[src/rtl/iq_quadrature_demodulator.sv]
// iq_quadrature_demodulator: mixes a sample stream with LO sine/cosine words and
// integrate-and-dumps ACC_LEN accepted products into baseband I/Q pairs.
module iq_quadrature_demodulator #(
   parameter int DATA_W  = 16,
   parameter int LO_W    = 32,
   parameter int LO_FRAC = 30,
   parameter int ACC_LEN = 32,
   parameter int OUT_W   = 32
) (
   input  logic                       clk,
   input  logic                       rst_n,
   input  logic [DATA_W-1:0]          sample_in,
   input  logic                       in_valid,
   input  logic [LO_W-1:0]            sinus,
   input  logic [LO_W-1:0]            cosinus,
   input  logic                       clr,
   output logic [OUT_W-1:0]           i_out,
   output logic [OUT_W-1:0]           q_out,
   output logic                       out_valid,
   output logic                       overflow,
   output logic [$clog2(ACC_LEN)-1:0] frame_pos
);
   localparam int MW = DATA_W + LO_W;
   localparam int PW = MW - LO_FRAC;
   localparam int CW = $clog2(ACC_LEN);
   localparam int AW = PW + CW;

   logic signed [DATA_W-1:0] s1;
   logic signed [LO_W-1:0]   sin1, cos1;
   logic signed [MW-1:0]     p_i, p_q;
   logic signed [AW-1:0]     acc_i, acc_q, sum_i, sum_q;
   logic [OUT_W-1:0]         cv_i, cv_q;
   logic                     v1, v2, ov, dump;

   always_ff @(posedge clk) begin
      s1   <= sample_in;
      sin1 <= sinus;
      cos1 <= cosinus;
      p_i  <= MW'(s1) * MW'(cos1);
      p_q  <= MW'(s1) * MW'(sin1);
   end

   // arithmetic shift floors; the truncating cast keeps the sign since the result fits in PW bits
   assign sum_i = acc_i + AW'(p_i >>> LO_FRAC);
   assign sum_q = acc_q + AW'(p_q >>> LO_FRAC);
   assign dump  = v2 && frame_pos == CW'(ACC_LEN - 1);

   generate
      if (AW > OUT_W) begin : g_sat
         logic ov_i, ov_q;
         assign ov_i = sum_i[AW-1:OUT_W-1] != {(AW-OUT_W+1){sum_i[AW-1]}};
         assign ov_q = sum_q[AW-1:OUT_W-1] != {(AW-OUT_W+1){sum_q[AW-1]}};
         assign cv_i = ov_i ? {sum_i[AW-1], {(OUT_W-1){~sum_i[AW-1]}}} : sum_i[OUT_W-1:0];
         assign cv_q = ov_q ? {sum_q[AW-1], {(OUT_W-1){~sum_q[AW-1]}}} : sum_q[OUT_W-1:0];
         assign ov   = ov_i | ov_q;
      end else begin : g_ext
         assign cv_i = OUT_W'(sum_i);
         assign cv_q = OUT_W'(sum_q);
         assign ov   = 1'b0;
      end
   endgenerate

   always_ff @(posedge clk) begin
      if (!rst_n) begin
         v1 <= 1'b0;
         v2 <= 1'b0;
         acc_i <= '0;
         acc_q <= '0;
         frame_pos <= '0;
         out_valid <= 1'b0;
         overflow <= 1'b0;
         i_out <= '0;
         q_out <= '0;
      end else if (clr) begin
         v1 <= 1'b0;
         v2 <= 1'b0;
         acc_i <= '0;
         acc_q <= '0;
         frame_pos <= '0;
         out_valid <= 1'b0;
      end else begin
         v1 <= in_valid;
         v2 <= v1;
         out_valid <= dump;
         if (dump) begin
            i_out <= cv_i;
            q_out <= cv_q;
            overflow <= overflow | ov;
            acc_i <= '0;
            acc_q <= '0;
            frame_pos <= '0;
         end else if (v2) begin
            acc_i <= sum_i;
            acc_q <= sum_q;
            frame_pos <= frame_pos + 1'b1;
         end
      end
   end
endmodule

[config.mk]
export PLATFORM = sky130hd
export DESIGN_NAME = iq_quadrature_demodulator
export DESIGN_NICKNAME = d
export VERILOG_FILES = /design/src/rtl/iq_quadrature_demodulator.sv
export SDC_FILE = /design/constraint.sdc
export NUM_CORES = 2
export LEC_CHECK = 0
export CORE_MARGIN = 5
export CORE_UTILIZATION = 49
export DETAILED_ROUTE_END_ITERATION = 12
export PLACE_DENSITY = 0.76
export SLEW_MARGIN = 5
export SYNTH_ARGS = -nofsm -noshare
export SYNTH_HDL_FRONTEND = slang
export SYNTH_SLANG_ARGS = --single-unit
[constraint.sdc]
create_clock -name clk -period 9 [get_ports clk]
set_input_delay 0.9 -clock clk [delete_from_list [all_inputs] [get_ports clk]]
set_output_delay 0.9 -clock clk [all_outputs]
set_load 0.01 [all_outputs]
# ---- Yosys cells after proc, flatten, opt, wreduce, memory -nomap -nowiden
# Cells that the tools add are included.
dict set report classes {
  n_addsub 3
  multipliers 2
  eq_ne 1
  bitwise_logic 2
  reduce_logical 4
}
# cell n
set op_table {}
lappend op_table {{$mul A16 B32 Y48} 2}
lappend op_table {{$add A23 B18 Y23} 2}
lappend op_table {{$add A5 B1 Y5 const B} 1}
lappend op_table {{$eq A5 B5 Y1 const B} 1}
lappend op_table {{$reduce_or A3 Y1} 1}
lappend op_table {{$not A1 Y1} 2}
lappend op_table {{$reduce_and A2 Y1} 1}
lappend op_table {{$reduce_or A2 Y1} 1}
lappend op_table {{$logic_and A1 B1 Y1} 1}
dict set report totals {
  register_bits 276
  out_inout_bits 71
}

# ---- Longest topological paths before layout
dict set report depth {
  ltp_word 3
  ltp_mapped 26
  ltp_nobuf 24
}

# ---- Worst setup path before layout
# Ideal clock, no wire load.
dict set report synth_timing {
  path_kind {register to register}
  from {register s1[1]}
  to {register p_i[47]}
  t_arrival_ns 6.237
  required_ns 8.928
  path_slack_ns 2.691
  path_stages_with_launch 24
  path_buffers 2
  path_cell_list {dfxtp_1 clkbuf_1 clkbuf_1 nand2_1 fa_1 fa_1 fa_1 fa_1 inv_1 fa_1 inv_1 fa_1 inv_1 ha_1 a211oi_2 o21ai_1 a221o_1 o2bb2ai_2 o31a_1 a41o_1 a221oi_4 a21oi_2 a21oi_2 xnor2_1}
}
dict set report synth_via {
  elab_chain_cells 1
}
# element line_no
set synth_lines {}
lappend synth_lines {{start: declaration} 28} ;# logic signed [DATA_W-1:0] s1;
lappend synth_lines {{start signal: assignment} 36} ;# s1 <= sample_in;
lappend synth_lines {{$mul A16 B32 Y48} 39} ;# p_i <= MW'(s1) * MW'(cos1);
lappend synth_lines {{end signal: assignment} 39}
lappend synth_lines {{end: declaration} 30} ;# logic signed [MW-1:0] p_i, p_q;
# Every way passes these cells.
# A chain may end at the register's enable or synchronous reset.

# ---- Worst setup path in the final report
dict set report layout_timing {
  from {register s1[2]}
  to {register p_q[46]}
}
dict set report layout_via {
  elab_chain_cells 1
}
# element line_no
set layout_lines {}
lappend layout_lines {{$mul A16 B32 Y48} 40} ;# p_q <= MW'(s1) * MW'(sin1);
lappend layout_lines {{end signal: assignment} 40}
lappend layout_lines {{end: declaration} 30}
# Every way passes these cells.

==> results by group <==
Critical path
  – CP Class: register to register
  – Critical Path RT: ~9.5 ns
  – Worst Setup Start Kind: register
  – CP Max Fanout: between 40 and 50
  – Worst path arrival time: 8.14 ns
  – CP Capture Type: register

Drt
  – DR vias/cell: about 5.2
  – Starting DRT DRC Count: 1740
  – Remaining antenna violation count after routing: 0
  – Detailed-route via count: roughly 29000
  – DRC errors left: 0
  – WL final: 101000 um
  – DRT Pass-1 Iters: 6
  – Per-cell routed wire length: ~18 um

Global routing
  – Pin count of the biggest net entering global routing: 65
  – Total GRT Usage: 0.233
  – Vias in the first global route: roughly 33000
  – First-pass GRT wire length: around 170000 um
  – Total gr overflow: 0
  – Initial antenna violation count: 2

Clock tree
  – Worst-path clk slew: about 0.06 ns
  – Hold buffers post-CTS: 0
  – CTS Root Cell: clkbuf_16
  – CTS tree: yes
  – Clock tree sinks: roughly 220
  – TritonCTS Buffers: 26
  – # Post-CTS Setup Buffers: 0
  – CTS H-tree lvls: 1
  – Max clock buf depth: 3
  – Clock latency on the worst-skew pair: just over 0.6 ns
  – CTS-repair resized insts: 0

Synthesis
  – Synth top area share: 0.469
  – Syn Nets: approximately 5900
  – Netlist cell types: 64
  – Synth area leader: fa_1
  – Mapped Cells: approximately 4500
  – Syn_area_per_cell: between 9 and 10 um^2
  – Sequential area share after synthesis: 0.104
  – Post-synth EDFFs: 0
  – Synth warn: 0
  – Synth area leaders: fa_1, dfxtp_1, inv_1
  – Synth async-reset ratio: 0
  – Yosys reg bits: 216
  – Synth Flop Type: dfxtp_1
  – Post-Syn Area: 41500 um^2

STA
  – Worst Tran Pin Value: 1.22 ns
  – RSZ-0062 raised after global routing: false
  – Tcrit/Tclk final: 0.853
  – Max-slew headroom: 0.185
  – TNS Setup: 0 ns
  – Minimum clock period: between 7 and 8 ns
  – Slew Limit Fails: 0
  – Final setup viols: 0
  – Final worst slack: 1.32 ns
  – Final hold vios: 0
  – Maximum clock frequency: approximately 130 MHz
  – Worst Skew: between 0.06 and 0.07 ns

Job
  – Max Cap Violations: 0

Min path
  – Hold Path Class: register to register

Floorplan
  – I/O pin count: between 150 and 200
  – Initial Util: 0.495
  – Die W: about 300 um
  – Core area: between 80000 and 90000 um^2
  – Total die area: 90600 um^2
  – Die height: around 300 um
  – Standard-cell rows: about 110

Outcome
  – Status: complete, no violations

Final layout
  – Share of cells above drive strength 1: 0.0274
  – P&R area growth vs syn: 7.79%
  – Fin nets: a little under 6000
  – FILL cells: around 7500
  – Commonest non-fill, non-tap cell in the layout: inv_1
  – Most frequent cells in the layout: inv_1, fa_1, nand2_1
  – Sequential Area: 4340 um^2
  – Multi-input logic area: 32100 um^2

Placed design
  – GPL Wtd Cong: between 0.9 and 1
  – Port bufs: 153
  – Pre-CTS WS: between 1 and 1.5 ns
  – DPL Wire Length: 78600 um
## critical path: stages, from the launching register on
cell and delay (ns):
dfxtp_2 1.11, buf_4 0.41, nand2_1 0.11, fa_1 0.54
fa_1 0.55, fa_1 0.52, inv_1 0.05, fa_1 0.51
fa_1 0.50, inv_1 0.05, fa_1 0.47, inv_1 0.04
ha_1 0.29, and3_1 0.19, nand4_1 0.13, a2111o_1 0.39
a31oi_1 0.60, o211a_1 0.27, o211ai_2 0.13, o21ai_2 0.23
a211o_1 0.20, a21oi_1 0.09, xnor2_1 0.13
## layout make-up
type                    count  share of cell area
multi-input cells        2983               0.718
flip-flops and latches    216              0.0971
inverters                1113              0.0934
repair buffers            194              0.0411
well taps                1134              0.0317
clock buffers              33              0.0154
clock inverters            15             0.00350
diodes                      1           0.0000560
## state kept, by name, indices dropped and copies added, names as in the netlist, 18 cells and up
| register | cells |
|---|---|
| sin1 | 32 |
| acc_i | 23 |
| p_i | 18 |
| i_out | 23 |
| acc_q | 23 |
| p_q | 18 |
| cos1 | 32 |
| q_out | 23 |
## logic make-up after synthesis
| kind of cell | Yosys count | share of synthesized area |
|---|---|---|
| compound gates | 273 | 0.0428 |
| flops | 216 | 0.104 |
| other cells | 1 | 0.0000904 |
| fa+ha+maj | 1240 | 0.550 |
| mux | 36 | 0.00868 |
| buf+inv | 1334 | 0.122 |
| simple gates | 1349 | 0.154 |
| xor+xnor | 84 | 0.0181 |
## routing by layer
| metal | wire length, um | track usage | part of all wire |
|---|---|---|---|
| met1 | 39600 | 0.298 | 0.39 |
| met4 | 4190 | 0.0861 | 0.041 |
| met5 | 0 | 0 | 0 |
| met2 | 48700 | 0.396 | 0.48 |
| met3 | 8520 | 0.0457 | 0.084 |
## cell usage after synthesis, types with 4 or more instances
master	n
o31ai_1	6
o21a_1	16
dfxtp_1	216
nand2b_1	18
inv_1	1112
and4_1	4
nor2_1	143
nor2b_1	6
a31oi_1	7
mux2i_1	36
o21bai_1	4
o211ai_1	9
or2_2	7
nor3_1	17
a21boi_0	8
buf_4	19
a211oi_1	15
ha_1	268
or3_1	14
xnor2_1	60
o21ai_0	52
nand4_1	18
a21oi_1	93
a21o_1	29
xor2_1	23
nand3_1	35
nand2_1	660
and2_1	414
and3_1	5
fa_1	972
clkbuf_1	199
## stage by stage
step / instances / hold WS [ns] / instance area, um^2 / util
floorplan: 4533 / 0.406 / 41500 / -
global placement: 5640 / 0.408 / 43900 / 0.523
detailed placement: 5640 / 0.424 / 43900 / 0.523
CTS: 5688 / 0.446 / 44700 / 0.534
global route: 5688 / 0.459 / 44700 / 0.534
finish: 5689 / 0.442 / 44700 / 0.534
## final timing paths
path,startpoint,end,slack [ns],cells past startpoint
setup / recovery,s1[2]$_DFF_P_,p_q[46]$_DFF_P_,1.32,22
hold / removal,v1$_SDFF_PP0_,v2$_SDFF_PP0_,0.44,1
setup reg to reg,s1[2]$_DFF_P_,p_q[46]$_DFF_P_,1.32,22
hold reg to reg,v1$_SDFF_PP0_,v2$_SDFF_PP0_,0.44,1
Power is left out: the tool's default activity adds up to more than one toggle a clock period on the data nets, which glitch-free logic cannot reach.
